## config.mk

```make
export PLATFORM = sky130hd
export DESIGN_NAME = led_updown_counter
export DESIGN_NICKNAME = d
export VERILOG_FILES = /design/src/rtl/led_counter_pkg.sv /design/src/rtl/led_updown_counter_debounce.sv /design/src/rtl/led_updown_counter.sv
export SDC_FILE = /design/constraint.sdc
export NUM_CORES = 1
export LEC_CHECK = 0
export BUFFER_PORTS_ARGS = -buffer_cell sky130_fd_sc_hd__buf_2
export CORE_AREA = 4 4 59 61
export DETAILED_ROUTE_END_ITERATION = 6
export DIE_AREA = 0 0 63 65
export PLACE_DENSITY_LB_ADDON = 0.25
export SLEW_MARGIN = 20
export SYNTH_ARGS = -nofsm -noshare
export SYNTH_HDL_FRONTEND = slang
export SYNTH_HIERARCHICAL = 1
export SYNTH_SLANG_ARGS = --single-unit
```

## constraint.sdc

```tcl
create_clock -name clock -period 1.85 [get_ports clock]
set_input_delay 0 -clock clock [delete_from_list [all_inputs] [get_ports clock]]
set_output_delay 0 -clock clock [all_outputs]
set_load 0.01 [all_outputs]
```

## src/rtl/led_counter_pkg.sv

```systemverilog
// -----------------------------------------------------------------------------
// led_counter_pkg
// Shared constants and helpers for the LED up/down counter and its button
// debouncers.
//   - Overflow mode constants (wrap / saturate)
//   - Default debounce and auto-repeat timings
//   - lc_clog2(): counter width helper, usable in parameter expressions
//   - step_op_t: the per-cycle update decision made by the counter
// Optional feature macro used by the importing files: LED_COUNTER_AUTOREPEAT_EN
// -----------------------------------------------------------------------------
package led_counter_pkg;

    localparam int LC_MODE_WRAP = 1;
    localparam int LC_MODE_SAT  = 0;

    localparam int LC_DEFAULT_DEBOUNCE      = 16;
    localparam int LC_DEFAULT_REPEAT_DELAY  = 500;
    localparam int LC_DEFAULT_REPEAT_PERIOD = 100;

    // Number of bits needed to hold the values 0 .. value-1 (minimum 1).
    function automatic int lc_clog2(input int value);
        int bits;
        int rem;
        bits = 0;
        rem  = value - 1;
        while (rem > 0) begin
            bits++;
            rem = rem >> 1;
        end
        return (bits < 1) ? 1 : bits;
    endfunction

    typedef enum logic [1:0] {
        OP_HOLD  = 2'd0,
        OP_INC   = 2'd1,
        OP_DEC   = 2'd2,
        OP_CLEAR = 2'd3
    } step_op_t;

endpackage

```

## src/rtl/led_updown_counter_debounce.sv

```systemverilog
// -----------------------------------------------------------------------------
// button_debounce
// Conditions one raw asynchronous push-button into a clean press pulse.
//   clock  : system clock, rising edge
//   reset  : asynchronous, active-low
//   clear  : (LED_COUNTER_AUTOREPEAT_EN only) synchronous repeat-timer clear
//   raw    : raw active-high button pin
//   level  : debounced button level
//   press  : one-cycle pulse on each debounced 0->1 transition
//            (plus auto-repeat pulses when LED_COUNTER_AUTOREPEAT_EN is defined)
// The debounced level only follows the synchronised input after DEBOUNCE_CYCLES
// consecutive samples that disagree with it; any shorter run is discarded.
// -----------------------------------------------------------------------------
module button_debounce
    import led_counter_pkg::*;
#(
    parameter int DEBOUNCE_CYCLES = LC_DEFAULT_DEBOUNCE
`ifdef LED_COUNTER_AUTOREPEAT_EN
    ,
    parameter int REPEAT_DELAY    = LC_DEFAULT_REPEAT_DELAY,
    parameter int REPEAT_PERIOD   = LC_DEFAULT_REPEAT_PERIOD
`endif
) (
    input  logic clock,
    input  logic reset,
`ifdef LED_COUNTER_AUTOREPEAT_EN
    input  logic clear,
`endif
    input  logic raw,
    output logic level,
    output logic press
);

    localparam int DEB_W = lc_clog2(DEBOUNCE_CYCLES);
    localparam logic [DEB_W-1:0] DEB_LAST = DEB_W'(DEBOUNCE_CYCLES - 1);

    logic [1:0]       sync_q;
    logic             level_q;
    logic             level_prev_q;
    logic [DEB_W-1:0] deb_cnt_q;
    logic             sample;
    logic             press_edge;

    assign sample = sync_q[1];

    // NOTE: state registers use non-blocking assignments so every flop samples
    // the pre-edge values of its neighbours, exactly like the hardware.
    always_ff @(posedge clock or negedge reset) begin
        if (!reset) begin
            sync_q       <= 2'b00;
            level_q      <= 1'b0;
            level_prev_q <= 1'b0;
            deb_cnt_q    <= '0;
        end else begin
            sync_q       <= {sync_q[0], raw};
            level_prev_q <= level_q;
            if (sample == level_q) begin
                deb_cnt_q <= '0;
            end else if (deb_cnt_q == DEB_LAST) begin
                level_q   <= sample;
                deb_cnt_q <= '0;
            end else begin
                deb_cnt_q <= deb_cnt_q + DEB_W'(1);
            end
        end
    end

    assign press_edge = level_q & ~level_prev_q;
    assign level      = level_q;

`ifdef LED_COUNTER_AUTOREPEAT_EN
    localparam int RPT_MAX = (REPEAT_DELAY > REPEAT_PERIOD) ? REPEAT_DELAY : REPEAT_PERIOD;
    localparam int RPT_W   = lc_clog2(RPT_MAX + 1);

    // rpt_cnt_q holds the number of cycles since the last press/repeat pulse;
    // the first repeat waits REPEAT_DELAY, later ones REPEAT_PERIOD.
    logic [RPT_W-1:0] rpt_cnt_q;
    logic             rpt_first_q;
    logic             repeat_fire;

    assign repeat_fire = level_q && !press_edge && !clear &&
                         (rpt_cnt_q == (rpt_first_q ? RPT_W'(REPEAT_DELAY)
                                                    : RPT_W'(REPEAT_PERIOD)));

    always_ff @(posedge clock or negedge reset) begin
        if (!reset) begin
            rpt_cnt_q   <= '0;
            rpt_first_q <= 1'b1;
        end else if (clear || !level_q) begin
            rpt_cnt_q   <= '0;
            rpt_first_q <= 1'b1;
        end else if (press_edge) begin
            rpt_cnt_q   <= RPT_W'(1);
            rpt_first_q <= 1'b1;
        end else if (repeat_fire) begin
            rpt_cnt_q   <= RPT_W'(1);
            rpt_first_q <= 1'b0;
        end else begin
            rpt_cnt_q   <= rpt_cnt_q + RPT_W'(1);
        end
    end

    assign press = press_edge | repeat_fire;
`else
    assign press = press_edge;
`endif

endmodule

```

## src/rtl/led_updown_counter.sv

```systemverilog
// -----------------------------------------------------------------------------
// led_updown_counter
// Up/down counter stepped by two debounced push-buttons, shown on the LEDs.
//   clock           : system clock, rising edge
//   reset           : asynchronous, active-low
//   button_increase : raw active-high button, adds STEP per press
//   button_decrease : raw active-high button, subtracts STEP per press
//   clear           : synchronous, loads RESET_VALUE, beats both buttons
//   count / led     : registered counter value (same register)
//   at_max / at_min : count is all-ones / zero
//   wrap_pulse      : one cycle when a step wrapped (always 0 when WRAP=0)
// Optional auto-repeat of held buttons: define LED_COUNTER_AUTOREPEAT_EN.
// -----------------------------------------------------------------------------
module led_updown_counter
    import led_counter_pkg::*;
#(
    parameter int WIDTH           = 8,
    parameter int STEP            = 1,
    parameter int WRAP            = LC_MODE_WRAP,
    parameter int DEBOUNCE_CYCLES = LC_DEFAULT_DEBOUNCE,
    parameter int RESET_VALUE     = 0
`ifdef LED_COUNTER_AUTOREPEAT_EN
    ,
    parameter int REPEAT_DELAY    = LC_DEFAULT_REPEAT_DELAY,
    parameter int REPEAT_PERIOD   = LC_DEFAULT_REPEAT_PERIOD
`endif
) (
    input  logic             clock,
    input  logic             reset,
    input  logic             button_increase,
    input  logic             button_decrease,
    input  logic             clear,
    output logic [WIDTH-1:0] count,
    output logic [WIDTH-1:0] led,
    output logic             at_max,
    output logic             at_min,
    output logic             wrap_pulse
);

    localparam logic [WIDTH-1:0] RESET_LOAD = WIDTH'(RESET_VALUE);
    localparam logic [WIDTH:0]   STEP_EXT   = (WIDTH + 1)'(STEP);

    logic             inc_press;
    logic             dec_press;
    logic [WIDTH-1:0] count_q;
    logic             wrap_q;
    logic [WIDTH-1:0] next_count;
    logic             next_wrap;
    logic [WIDTH:0]   sum_ext;
    logic [WIDTH:0]   diff_ext;
    step_op_t         op;

    button_debounce #(
        .DEBOUNCE_CYCLES(DEBOUNCE_CYCLES)
`ifdef LED_COUNTER_AUTOREPEAT_EN
        ,
        .REPEAT_DELAY   (REPEAT_DELAY),
        .REPEAT_PERIOD  (REPEAT_PERIOD)
`endif
    ) u_debounce_inc (
        .clock(clock),
        .reset(reset),
`ifdef LED_COUNTER_AUTOREPEAT_EN
        .clear(clear),
`endif
        .raw  (button_increase),
        .level(),
        .press(inc_press)
    );

    button_debounce #(
        .DEBOUNCE_CYCLES(DEBOUNCE_CYCLES)
`ifdef LED_COUNTER_AUTOREPEAT_EN
        ,
        .REPEAT_DELAY   (REPEAT_DELAY),
        .REPEAT_PERIOD  (REPEAT_PERIOD)
`endif
    ) u_debounce_dec (
        .clock(clock),
        .reset(reset),
`ifdef LED_COUNTER_AUTOREPEAT_EN
        .clear(clear),
`endif
        .raw  (button_decrease),
        .level(),
        .press(dec_press)
    );

    // The extra top bit is the carry on increase and the borrow on decrease.
    assign sum_ext  = {1'b0, count_q} + STEP_EXT;
    assign diff_ext = {1'b0, count_q} - STEP_EXT;

    always_comb begin
        // NOTE: every combinational output gets a default first, so no path
        // leaves it unassigned and no latch is inferred.
        op         = OP_HOLD;
        next_count = count_q;
        next_wrap  = 1'b0;

        if (clear) begin
            op = OP_CLEAR;
        end else if (inc_press && dec_press) begin
            op = OP_HOLD;
        end else if (inc_press) begin
            op = OP_INC;
        end else if (dec_press) begin
            op = OP_DEC;
        end

        case (op)
            OP_CLEAR: next_count = RESET_LOAD;
            OP_INC: begin
                if (WRAP == LC_MODE_WRAP) begin
                    next_count = sum_ext[WIDTH-1:0];
                    next_wrap  = sum_ext[WIDTH];
                end else begin
                    next_count = sum_ext[WIDTH] ? {WIDTH{1'b1}} : sum_ext[WIDTH-1:0];
                end
            end
            OP_DEC: begin
                if (WRAP == LC_MODE_WRAP) begin
                    next_count = diff_ext[WIDTH-1:0];
                    next_wrap  = diff_ext[WIDTH];
                end else begin
                    next_count = diff_ext[WIDTH] ? '0 : diff_ext[WIDTH-1:0];
                end
            end
            default: next_count = count_q;
        endcase
    end

    always_ff @(posedge clock or negedge reset) begin
        if (!reset) begin
            count_q <= RESET_LOAD;
            wrap_q  <= 1'b0;
        end else begin
            count_q <= next_count;
            wrap_q  <= next_wrap;
        end
    end

    assign count      = count_q;
    assign led        = count_q;
    assign at_max     = (count_q == {WIDTH{1'b1}});
    assign at_min     = (count_q == '0);
    assign wrap_pulse = wrap_q;

endmodule

```

# Yosys cells after proc, flatten, opt, wreduce, memory -nomap -nowiden

Index checks and enable logic that the tools add are counted.

Mux-type cells: 10
Add/sub/neg operators: 4
Order comparisons: 0
Reduce and logical (&&, ||, !) cells: 5
Divide/modulo/power cells: 0
$mul: 0
Equality and inequality tests: 8
Bitwise operators: 6
Shift operators: 0

Operators with widths:

| cell                                                 | count |
|---|---|
| one-hot mux 8 bit (3 select lines)                   | 1 |
| two-way mux 4 bit                                    | 4 |
| adder 8 x 1 -> 9 bit (second input constant)         | 1 |
| subtractor 8 x 1 -> 9 bit (second input constant)    | 1 |
| adder 4 x 1 -> 4 bit (second input constant)         | 2 |
| equality test 4 bit (second input constant)          | 2 |
| equality test 8 bit (second input constant)          | 1 |
| zero test 8 bit                                      | 1 |
| two-way mux 2 bit                                    | 4 |
| equality test 2 bit (second input constant)          | 2 |
| NOT 1 bit                                            | 4 |
| AND reduction 2 bit                                  | 2 |
| nonzero test 3 bit                                   | 1 |
| bitwise AND 1 bit                                    | 2 |
| equality test 1 bit                                  | 2 |
| equality test 2 x 1 -> 1 bit (second input constant) | 1 |
| one-hot mux 1 bit (2 select lines)                   | 1 |
| logical AND 1 bit                                    | 1 |

Logic and storage cells: 43
Output and inout bits: 19
Memory bits (writable): 0
Input port bits: 5
Register bits: 25
Memories: 0
Latch bits: 0
ROM bits: 0

# Logic depth before layout (Yosys ltp)

Gate-level depths: netlist (run 1).

Depth in word-level cells: 8
Mapped depth: 10
Gate-level depth less buffers: 9

# Hierarchy

Netlist (run 1), hierarchy kept.

By module, submodules not included:

| module             | sequential area each (µm²) | instances | cells an instance | area an instance (µm²) |
|---|---|---|---|---|
| led_updown_counter | 225.2                      | 1         | 105               | 845.8 |
| button_debounce    | 200.2                      | 2         | 20                | 301.5 |

# Least setup slack after synthesis (run 1)

Ideal clock, no wire load.

Path kind: flip-flop to flip-flop
From: register u_debounce_dec.level_q (netlist: u_debounce_dec/level)
To: register count_q[4] (netlist: count[4])
Library setup time: 0.129 ns
Cell stages (with the launch flop): 11
Period minus slack after synthesis: 1.883 ns
Setup slack: -0.033 ns
Required time: 1.721 ns
Buffers on the path: 1
Data arrival time: 1.754 ns
Path through: dfrtp_1 > nor2b_1 > inv_1 > a21oi_1 > inv_1 > ha_1 > clkbuf_1 > nand2b_1 > a2bb2o_1 > nand2_1 > o21ai_0

Word-level cells in the longest chain between the ends: 7
Elaborated cells on any way between the ends: 11
Classes of those cells: eq/ne: 3; mux: 5; bitwise: 1; reduce/logical: 2

Ends and longest elaborated chain:

| what                                                                     | RTL line                          | RTL |
|---|---|---|
| start, declared                                                          | led_updown_counter_debounce.sv:38 | `logic level_q;` |
| start signal, assigned                                                   | led_updown_counter_debounce.sv:60 | `level_q <= sample;` |
| bitwise AND 1 bit (*)                                                    | led_updown_counter_debounce.sv:68 | `assign press_edge = level_q & ~level_prev_q;` |
| net dec_press                                                            | led_updown_counter.sv:44          | `logic dec_press;` |
| two-way mux 2 bit                                                        | led_updown_counter.sv:106         | `end else if (dec_press) begin` |
| two-way mux 2 bit                                                        | led_updown_counter.sv:104         | `end else if (inc_press) begin` |
| two-way mux 2 bit (*)                                                    | led_updown_counter.sv:102         | `end else if (inc_press && dec_press) begin` |
| two-way mux 2 bit (*)                                                    | led_updown_counter.sv:100         | `if (clear) begin` |
| equality test 2 bit or equality test 2 x 1 -> 1 bit (tied branches)      | led_updown_counter.sv:110         | `case (op)` |
| one-hot mux 8 bit (3 select lines) or nonzero test 3 bit (tied branches) | n/a                               |  |
| end signal, assigned                                                     | led_updown_counter.sv:137         | `count_q <= next_count;` |
| end, declared                                                            | led_updown_counter.sv:45          | `logic [WIDTH-1:0] count_q;` |

Mark *: on every way through the listed nets, which the timed path passes. The rest lies on a longest branch.
A chain may end at the register's enable or synchronous reset.

# Worst setup path after layout (run 1)

From: register u_debounce_inc.level_q (netlist: u_debounce_inc/level)
To: register count_q[7] (netlist: count[7])

Word-level cells in the longest chain between the ends: 6
Elaborated cells on any way between the ends: 10
Classes of those cells: eq/ne: 3; mux: 4; bitwise: 1; reduce/logical: 2

Ends and longest elaborated chain:

| what                                                                     | RTL line                                             | RTL |
|---|---|---|
| start, declared                                                          | led_updown_counter_debounce.sv:38                    |  |
| start signal, assigned                                                   | led_updown_counter_debounce.sv:60                    |  |
| bitwise AND 1 bit (*)                                                    | led_updown_counter_debounce.sv:68                    |  |
| net inc_press                                                            | led_updown_counter.sv:43                             | `logic inc_press;` |
| two-way mux 2 bit or logical AND 1 bit (tied branches)                   | led_updown_counter.sv:104, led_updown_counter.sv:102 |  |
| two-way mux 2 bit (*)                                                    | led_updown_counter.sv:102                            |  |
| two-way mux 2 bit (*)                                                    | led_updown_counter.sv:100                            |  |
| equality test 2 bit or equality test 2 x 1 -> 1 bit (tied branches)      | led_updown_counter.sv:110                            |  |
| one-hot mux 8 bit (3 select lines) or nonzero test 3 bit (tied branches) | n/a                                                  |  |

Marks and branches as above.

==> reports/metrics.cfg, run 1 <==
[synthesis]
synth_top_cells_by_count=dfrtp_1 (25), o21ai_0 (10), inv_1 (9), buf_4 (8), ha_1 (8)
syn_nets=158
synth.most_common_cell=dfrtp_1
synthTopCellsByArea=dfrtp_1 (43%), ha_1 (6.9%), buf_4 (4.1%)
ys_ff_latch=25
synth_edf_count=0
synthArstFlopShare=1.000
synthCells=145
synth_ff_type=dfrtp_1
ys_seq_area_frac=0.4318
synth.avg_cell_area_um2=9.992
yosysTopAreaCellShare=0.4318
yosys_warnings=6
syn_area_um2=1449
ys_types=41
yosys.area.top_type=dfrtp_1

[finish]
layout.nets=185
seq_area_um2=628.1
multi_input_area_um2=817.0
finalNonFillerCells=204
drive_above_1_share=0.3567
n_antenna_cell=0
fin_area_um2=1770
area_growth_syn_to_layout_pct=22.19
fillerInstances=257

[placed_design]
dpl-instance-area_um2=1589
gp_congestion=0.9091
dp_cells=196
portBuffers=23
post-dp-hpwl_mm=2.071
pre_cts_ws_ns=-0.07888

[sta]
fmaxAchievable_ghz=0.5277
rsz0062_at_grt=true
worstMarginPinSlew_ns=0.5690
finalSetupTns_ns=-0.04488
relSlewSlack=0.6207
finalWorstSetupSlack_ns=-0.04488
skew_ns=0.01607
hold_viol_final=0
final-setup-viol-count=1
finalCritPeriodShare=1.024
final_max_slew_viol_count=0
final.min_clock_period_ns=1.895

[clock_tree]
h-tree-depth=1
numClockSinks=25
clock_latency_ns=0.33
cts_max_path_buffers=2
root_buffer=clkbuf_4
cts_tree=built
cts_buffers=3
clkTransAtPathRegs_ns=0.16

[global_route]
grt_use_total=0.1520
grt_pass1_vias=1135
grt_remaining_overflow=0
grt_antenna_before_repair=0
grt_max_degree=26
grt_pass1_wl_mm=5.085

[die]
die_w_um=63
die_y_um=65
rows=20
pin_count=24
core-area_um2=2978
die-area_um2=4095
initial_core_util=0.4866

[route]
ant_nets=0
vias=1151
vias_per_cell=5.642
dr.pass1.iters=4
drt_iter0_drc=52
drc=0
drt_wl_total_mm=2.907
wl_per_cell_um=14.25

[run_status]
status=finished, violations left
violations=setup timing

[pwr]
ir_worst_vdd_v=0.0004290
cellPowerDensity_nw_per_um2=769.1
switching_share=0.3493
clkPwrFrac=0.189
p_leak_nw=0.8363
power.total_mw=1.362
comb_power_share=0.325
p_seq_frac=0.487
internal_power_mw=0.8861
p_sw_mw=0.4757

[worst_setup_path]
endpoint_kind=register
startpoint_type=register
critical_path_class=reg2reg
required_ns=2.07
critical_path_arrival_ns=2.11
critPathMaxFanout=2

[job]
maxCapViolations=0

[hold_path]
hp-class=in2async

==> final cells by class <==
type,count,share of cell area
clock buffers,3,0.01272
clock inverters,1,0.004240
inverters,9,0.01908
multi-input cells,97,0.4615
flip-flops and latches,25,0.3548
well taps,33,0.02332
repair buffers,36,0.1244
==> cells by family (layout without fill, tap and decap cells) <==
group / after synthesis / in the layout / share of synthesized area
AO/OA/AOI/OAI: 37 / 37 / 0.1762
XOR/XNOR: 6 / 6 / 0.03627
adder cells (fa/ha/maj): 8 / 8 / 0.06909
buffers and inverters: 23 / 49 / 0.08376
flip-flops: 25 / 25 / 0.4318
multiplexers: 4 / 4 / 0.03454
AND/OR/NAND/NOR: 42 / 42 / 0.1684
==> stage by stage <==
stage                     hold slack (ns)  utilization
after floorplan                   -0.2956            -
after global placement            0.02084       0.5336
after detailed placement          0.03370       0.5336
after CTS                          0.1953       0.5588
after global routing               0.2181       0.5945
final                              0.1758       0.5945
==> power groups by stage <==
stage          sequential, mW  clock, mW  combinational [mW]
6_report                0.663      0.257               0.442
3_5_place_dp            0.668          0               0.372
2_1_floorplan           0.649          0               0.286
4_1_cts                 0.656      0.265               0.382
5_1_grt                 0.679      0.289               0.484
3_3_place_gp            0.663          0               0.364
==> final timing paths <==
path,from,endpoint,slack [ns],cells past startpoint
worst max-delay path,u_debounce_inc/level,count[7],-0.04,9
worst min-delay path,reset,count[3],0.18,2
worst max register to register,u_debounce_inc/level,count[7],-0.04,9
worst min register to register,u_debounce_dec/sync_q[0],u_debounce_dec/sync_q[1],0.37,0
max in group asynchronous,reset,count[1],1.27,2
min in group clock,button_decrease,u_debounce_dec/sync_q[0],0.30,2
==> flip-flops by register name (all words and copies together) (netlist names) <==
register,count
count,8
u_debounce_dec/deb_cnt_q,4
u_debounce_inc/deb_cnt_q,4
u_debounce_dec/sync_q,2
u_debounce_inc/sync_q,2
u_debounce_dec/level,1
u_debounce_dec/level_prev_q,1
u_debounce_inc/level,1
u_debounce_inc/level_prev_q,1
wrap_pulse,1
==> metal layers <==
metal,vias up,part of all wire,global-route usage,wire length [um]
li1,560,-,-,-
met1,554,0.45,0.1939,1306
met2,33,0.50,0.2609,1447
met3,4,0.042,0.02946,121
met4,0,0.011,0.04408,31
met5,-,0,0,0
==> placed cells by master (no fill, tap or decap), types with 3 or more instances in the layout <==
master,n
dfrtp_1,23
buf_2,23
buf_4,10
inv_1,8
nand2_1,7
nor2_1,7
o21ai_0,7
ha_1,6
o21ai_1,5
nor3_1,4
xnor2_1,4
a21o_1,3
and3_1,3
a31oi_1,3
clkbuf_4,3
dlygate4sd3_1,3
nor2b_1,3
==> repair_timing <==
action                                  in CTS  in global routing
pin swaps                                    1                  3
buffers inserted                             0                  1
endpoints found under the setup margin       4                  8
hold buffers                                 3                  0
endpoints found under the hold margin       27                  0
resized for setup                            5                 22
==> critical path, stage by stage, from the launching register on <==
cell     delay (ns)
dfrtp_1        0.41
nor2b_4        0.14
inv_1          0.05
a21o_1         0.17
inv_2          0.07
ha_4           0.15
or4_4          0.40
o221a_1        0.24
a21oi_2        0.09
o21ai_1        0.06
(Power assumes the default switching activity.)
==> run 2: changes to the inputs <==
ABC_AREA = 1   (was default)
CORE_AREA = 4 4 60 62   (was 4 4 59 61)
DIE_AREA = 0 0 64 66   (was 0 0 63 65)
==> run 2 against run 1 <==
Against the previous run: the run now ends clean; worst setup slack better by 0.22 ns; combinational power down 22%; clock power down 4%; sequential cell count unchanged; fmax up 13%; die area up 3.2%; sequential share of layout area up 2.2 points; clock-buffer cell count unchanged; critical path type unchanged; largest cell class unchanged; largest power group unchanged.
==> reports/metrics.cfg, run 2 <==
[placed_design]
dpl-instance-area_um2=1573  ; -1.0%
pre_cts_ws_ns=-0.1456  ; -0.06673 ns
gp_congestion=0.8097  ; -11%
post-dp-hpwl_mm=2.253  ; +8.8%
dp_cells=250  ; +28%
portBuffers=23  ; unchanged

[finish]
fin_util=0.5488  ; -0.04578
drive_above_1_share=0.1907  ; -0.1660
seq_area_um2=625.6  ; -0.40%
mostFrequentLayoutCell=nand2_1
fillerInstances=297  ; +16%
finalNonFillerCells=259  ; +27%
n_antenna_cell=0  ; unchanged
area_growth_syn_to_layout_pct=12.07
layout.nets=229  ; +24%
largest_register_ffs=8  ; unchanged
mostFrequentLayoutCells=nand2_1 (48), dfrtp_1 (25), inv_1 (24), nor2_1 (24), buf_2 (23)
fin_area_um2=1662  ; -6.1%
multi_input_area_um2=693.2  ; -15%

[worst_setup_path]
required_ns=2.12  ; +0.05 ns
reg2reg_setup_slack_ns=0.17  ; +0.22 ns
critical_path_class=reg2reg
startpoint_type=register
endpoint_kind=register
cp_slowest_cell=dfrtp_1
critical_path_arrival_ns=1.95  ; -0.16 ns
path_common_cell=inv_1
slowest_delay_ns=0.41  ; about the same
worstReg2RegStart=u_debounce_inc/level
crit_chain=inv_1 > nor2_1 > inv_1 > a21oi_2 > inv_1 > ha_1 > nor2_4 > buf_4 > nand2_1 > nand2_1
critPathMaxFanout=8  ; +6
ff2ff_path_depth=10  ; +1
r2r-end=count[6]

[route]
drc=0  ; unchanged
drt_iter0_drc=37  ; -29%
wl_per_cell_um=11.23  ; -21%
vias=1245  ; +8.2%
dr.pass1.iters=4  ; unchanged
ant_nets=0  ; unchanged
drt_wl_total_mm=2.908  ; about the same
vias_per_cell=4.807  ; -15%

[sta]
final-setup-viol-count=0  ; -1
finalCritPeriodShare=0.9066  ; -0.1176
relSlewSlack=0.6405  ; +0.01987
hold_viol_final=0  ; unchanged
finalWorstSetupSlack_ns=0.1727  ; +0.2176 ns
final.min_clock_period_ns=1.677  ; -0.2176 ns
skew_ns=0.004362  ; -0.01171 ns
final_max_slew_viol_count=0  ; unchanged
fmaxAchievable_ghz=0.5962  ; +13%
rsz0062_at_grt=false
worstMarginPinSlew_ns=0.5392  ; -0.02980 ns

[die]
initial_core_util=0.4897  ; +0.003115
die-area_um2=4224  ; +3.2%
core-area_um2=3028  ; +1.7%
die_y_um=66  ; +1.5%
die_w_um=64  ; +1.6%
rows=20  ; unchanged
pin_count=24  ; unchanged

[synthesis]
synth.avg_cell_area_um2=7.682  ; -23%
syn_area_um2=1483  ; +2.3%
synth_edf_count=0  ; unchanged
yosysTopAreaCellShare=0.4219  ; -0.009838
synthArstFlopShare=1.000  ; unchanged
synth_top_cells_by_count=nand2_1 (48), nor2_1 (26), dfrtp_1 (25), inv_1 (24), nand3_1 (18)
synthCells=193  ; +33%
synthTopCellsByArea=dfrtp_1 (42%), nand2_1 (12%), ha_1 (6.8%)
synth.most_common_cell=nand2_1
syn_nets=206  ; +30%
yosys_warnings=6  ; unchanged
ys_types=21  ; -49%
ys_ff_latch=25  ; unchanged
yosys.area.top_type=dfrtp_1
ys_seq_area_frac=0.4219  ; -0.009838
synth_ff_type=dfrtp_1

[clock_tree]
cts_buffers=3  ; unchanged
root_buffer=clkbuf_4
clock_latency_ns=0.31  ; -0.02 ns
cts_tree=built
h-tree-depth=1  ; unchanged
cts_max_path_buffers=2  ; unchanged
numClockSinks=25  ; unchanged
clkTransAtPathRegs_ns=0.14  ; -0.02 ns

[job]
maxCapViolations=0  ; unchanged

[global_route]
grt_pass1_wl_mm=5.209  ; +2.4%
grt_antenna_before_repair=0  ; unchanged
grt_use_total=0.1562  ; +0.004158
grt_pass1_vias=1199  ; +5.6%
grt_remaining_overflow=0  ; unchanged
grt_max_degree=26  ; unchanged

[pwr]
cellPowerDensity_nw_per_um2=737.7  ; -4.1%
power.total_mw=1.226  ; -10%
ir_worst_vdd_v=0.0002772  ; -35%
p_leak_nw=0.8735  ; +4.4%

[hold_path]
min_to=wrap_pulse
hold_path_depth=5
worstHoldStart=clear
hp-class=in2reg

[run_status]
status=finished, final reports clean

## run 2: cell types whose count changed after synthesis, moves of 3 or more
cell,before,now
nand2_1,7,48
nor2_1,7,26
nand4_1,0,3
and3_1,3,0
nor2b_1,5,0
nand2_2,0,4
a21o_1,3,0
inv_1,9,24
nand3_1,2,18
a31oi_1,3,0
nor3_1,5,1
## run 2: cells by family (layout without fill, tap and decap cells)
logic type	count (synthesis)	count (layout)	synth area share
simple gates	103	103	0.3029
buf+inv	35	57	0.1198
flops	25	25	0.4219
compound gates	19	19	0.07004
fa+ha+maj	8	8	0.06751
xor+xnor	3	3	0.01772
## run 2: worst max-delay path, delay by kind of cell (launching register included)
family          cells  cell delay (ns)
compound gates      1             0.17
fa+ha+maj           1             0.32
buf+inv             4             0.33
flops               1             0.41
simple gates        4             0.39
## run 2: worst max-delay path by stage
stage,from,end,cells past startpoint
6_report,u_debounce_inc/level,count[6],10
5_1_grt,u_debounce_inc/level,count[1],9
4_1_cts,u_debounce_inc/level,count[0],9
3_5_place_dp,u_debounce_inc/level,count[0],9
3_3_place_gp,u_debounce_inc/level,count[0],9
2_1_floorplan,u_debounce_inc/level,count[1],9
## run 2: per-stage QoR
step / TNS [ns] / hold WS (ns)
3_3_place_gp: -0.04872 / 0.009666
6_report: 0 / 0.1387
4_1_cts: 0 / 0.1275
5_1_grt: 0 / 0.1245
2_1_floorplan: 0 / -0.2956
3_5_place_dp: -0.6195 / 0.02567
## run 2: final cells by class
class                           count  area share
Multi-Input combinational cell    133      0.4172
Sequential cell                    25      0.3765
Timing Repair Buffer               29      0.1009
Inverter                           24     0.05422
Tap cell                           44     0.03313
Clock buffer                        3     0.01355
Clock inverter                      1    0.004518
## run 2: power by group
group | internal (mW) | leakage, nW | switching (mW)
combinational | 0.133 | 0.528 | 0.211
clock | 0.0825 | 0.0139 | 0.164
sequential | 0.582 | 0.331 | 0.0538
## run 2: repair_timing
action	4_1_cts	5_1_grt
hold endpoints to repair	27	0
pin swaps	0	1
setup buffers	0	2
gates resized for setup	2	2
hold buffers	3	0
endpoints found under the setup margin	8	6
## run 2: layer usage
metal,vias up,GRT usage,wire length (um)
li1,643,-,-
met3,2,0.02551,107
met5,-,0,0
met2,22,0.2671,1367
met1,578,0.1977,1411
met4,0,0.05660,21
==> run 3: changes to the inputs <==
MAX_ROUTING_LAYER = met4   (was default)
==> run 3 against run 2 <==
Against the previous run: sequential cell count is the same; first-iteration DRC count grew 19%; final area shrank 0.45%; sequential power is essentially flat; non-clock buffer count shrank 1; largest power group unchanged; die area is the same.
==> reports/metrics.cfg, run 3 (synthesis results as in run 2) <==
[global_route]
met1_usage=0.1944  ; -0.003218
grt_pass1_vias=1205  ; +0.50%
grt_antenna_before_repair=0  ; unchanged
grt_util_met2=0.2710  ; +0.003871
grt_remaining_overflow=0  ; unchanged
grt_pass1_wl_mm=5.223  ; +0.27%
met3_usage=0.02721  ; +0.001701
grt_max_degree=26  ; unchanged
grt_use_total=0.1618  ; +0.005627
top_usage_layer=met2

[pwr]
internal_power_mw=0.7948  ; -0.26%
cellPowerDensity_nw_per_um2=743.7  ; +0.81%
ir_worst_vdd_v=0.0004397  ; +59%
switching_share=0.3539  ; +0.003964
clkPwrFrac=0.209  ; +0.008
p_sw_mw=0.4353  ; +1.5%
p_seq_frac=0.516  ; -0.003
p_leak_nw=0.8686  ; -0.57%
power.total_mw=1.230  ; +0.35%
comb_power_share=0.275  ; -0.006

[placed_design]
dpl-instance-area_um2=1573  ; unchanged
portBuffers=23  ; unchanged
pre_cts_ws_ns=-0.1269  ; +0.01876 ns
post-dp-hpwl_mm=2.194  ; -2.6%
gp_congestion=0.8342  ; +3.0%

[finish]
area_growth_syn_to_layout_pct=11.56
mostFrequentLayoutCell=nand2_1
fin_area_um2=1654  ; -0.45%
largest_register_ffs=8  ; unchanged
mostFrequentLayoutCells=nand2_1 (48), dfrtp_1 (25), inv_1 (24), nor2_1 (24), buf_2 (23)
drive_above_1_share=0.1869  ; -0.003782
layout.nets=228  ; -0.44%
n_antenna_cell=0  ; unchanged

[route]
dr.pass1.iters=4  ; unchanged
vias_per_cell=4.965  ; +3.3%
vias=1281  ; +2.9%
drc=0  ; unchanged
drt_wl_total_mm=2.877  ; -1.1%
wl_per_cell_um=11.15  ; -0.68%
ant_nets=0  ; unchanged
drt_iter0_drc=44  ; +19%

[hold_path]
hold_path_depth=5  ; unchanged
min_to=wrap_pulse
worstHoldStart=clear
hp-class=in2reg

[worst_setup_path]
crit_start=u_debounce_dec/level
r2r-end=count[3]
path_common_cell=inv_1
critPathMaxFanout=4  ; -4
startpoint_type=register
ff2ff_path_depth=12  ; +2
cp_slowest_cell=dfrtp_1
critical_path_arrival_ns=1.92  ; -0.03 ns
endpoint_kind=register
reg2reg_setup_slack_ns=0.15  ; -0.03 ns
worstReg2RegStart=u_debounce_dec/level
crit_family=simple AND/OR/NAND/NOR gates
crit_chain=inv_1 > nor2_1 > nor2_1 > nor2_2 > inv_1 > ha_1 > inv_1 > a21oi_1 > o21ai_0 > nand2_1 > nand2_1 > o21ai_0
worst-path-buf-inv=3  ; -1
required_ns=2.07  ; -0.05 ns
slowest_delay_ns=0.40  ; about the same
critical_path_class=reg2reg

[sta]
final_max_slew_viol_count=0  ; unchanged
finalWorstSetupSlack_ns=0.1475  ; -0.02523 ns
skew_ns=0.001305  ; -0.003057 ns
relSlewSlack=0.6480  ; +0.007457
finalCritPeriodShare=0.9203  ; +0.01364
fmaxAchievable_ghz=0.5874  ; -1.5%
final.min_clock_period_ns=1.703  ; +0.02523 ns
final-setup-viol-count=0  ; unchanged
hold_viol_final=0  ; unchanged
rsz0062_at_grt=false
worstMarginPinSlew_ns=0.5280  ; -0.01119 ns
hold_ws_ns=0.1370  ; -0.001767 ns

[job]
maxCapViolations=0  ; unchanged

[die]
die-area_um2=4224  ; unchanged
pin_count=24  ; unchanged
die_w_um=64  ; unchanged
initial_core_util=0.4897  ; unchanged
rows=20  ; unchanged
core-area_um2=3028  ; unchanged
die_y_um=66  ; unchanged

[clock_tree]
clkTransAtPathRegs_ns=0.14  ; about the same
numClockSinks=25  ; unchanged
root_buffer=clkbuf_4
cts_buffers=3  ; unchanged
cts_max_path_buffers=2  ; unchanged
h-tree-depth=1  ; unchanged
clock_latency_ns=0.32  ; about the same
cts_tree=built

[run_status]
status=finished, final reports clean

run 3: changes by cell type in the layout (fill, tap and decap cells not counted), sizes merged:
| cell | delta |
|---|---|
| buf | -1 |
run 3: worst min-delay path, stage by stage:
cell,delay [ns]
buf_2,0.10
a21oi_2,0.05
inv_1,0.05
ha_1,0.19
a21oi_2,0.05
run 3: worst max path at each step:
stage	end	slack, ns	depth (start not counted)
3_3_place_gp	count[0]	-0.02	9
3_5_place_dp	count[0]	-0.13	9
6_report	count[3]	0.15	12
4_1_cts	count[0]	0.09	9
2_1_floorplan	count[1]	0.17	9
5_1_grt	count[3]	0.003	12
run 3: area by class of cell:
type,count,area [um^2]
timing repair buffer,28,160.2
inverter,24,90.09
sequential,25,625.6
multi-input combinational,133,693.2
clock buffer,3,22.52
fill,299,1374
tap,44,55.05
clock inverter,1,7.507
run 3: metrics by stage:
stage,utilization,instances,setup TNS [ns]
5_1_grt,0.5463,258,0
3_5_place_dp,0.5194,250,-0.2555
3_3_place_gp,0.5194,250,-0.04612
6_report,0.5463,258,0
4_1_cts,0.5417,257,0
2_1_floorplan,-,193,0
run 3: power groups by stage:
stage / registers (mW) / clock network [mW] / logic (mW)
2_1_floorplan: 0.640 / 0 / 0.252
3_3_place_gp: 0.643 / 0 / 0.321
3_5_place_dp: 0.646 / 0 / 0.330
4_1_cts: 0.635 / 0.263 / 0.340
5_1_grt: 0.647 / 0.289 / 0.392
6_report: 0.634 / 0.258 / 0.338
run 3: metal layers:
metal  part of all wire  routed length [um]
met5                  0                   0
met4              0.014                  41
met3              0.041                 118
met2               0.48                1368
met1               0.47                1348
run 3: timing repair:
| item | CTS | global route |
|---|---|---|
| endpoints found under the setup margin | 8 | 6 |
| buffers inserted | 0 | 1 |
| pin swaps | 0 | 1 |
| hold buffers | 3 | 0 |
| gates resized for setup | 2 | 2 |
| endpoints found under the hold margin | 27 | 0 |
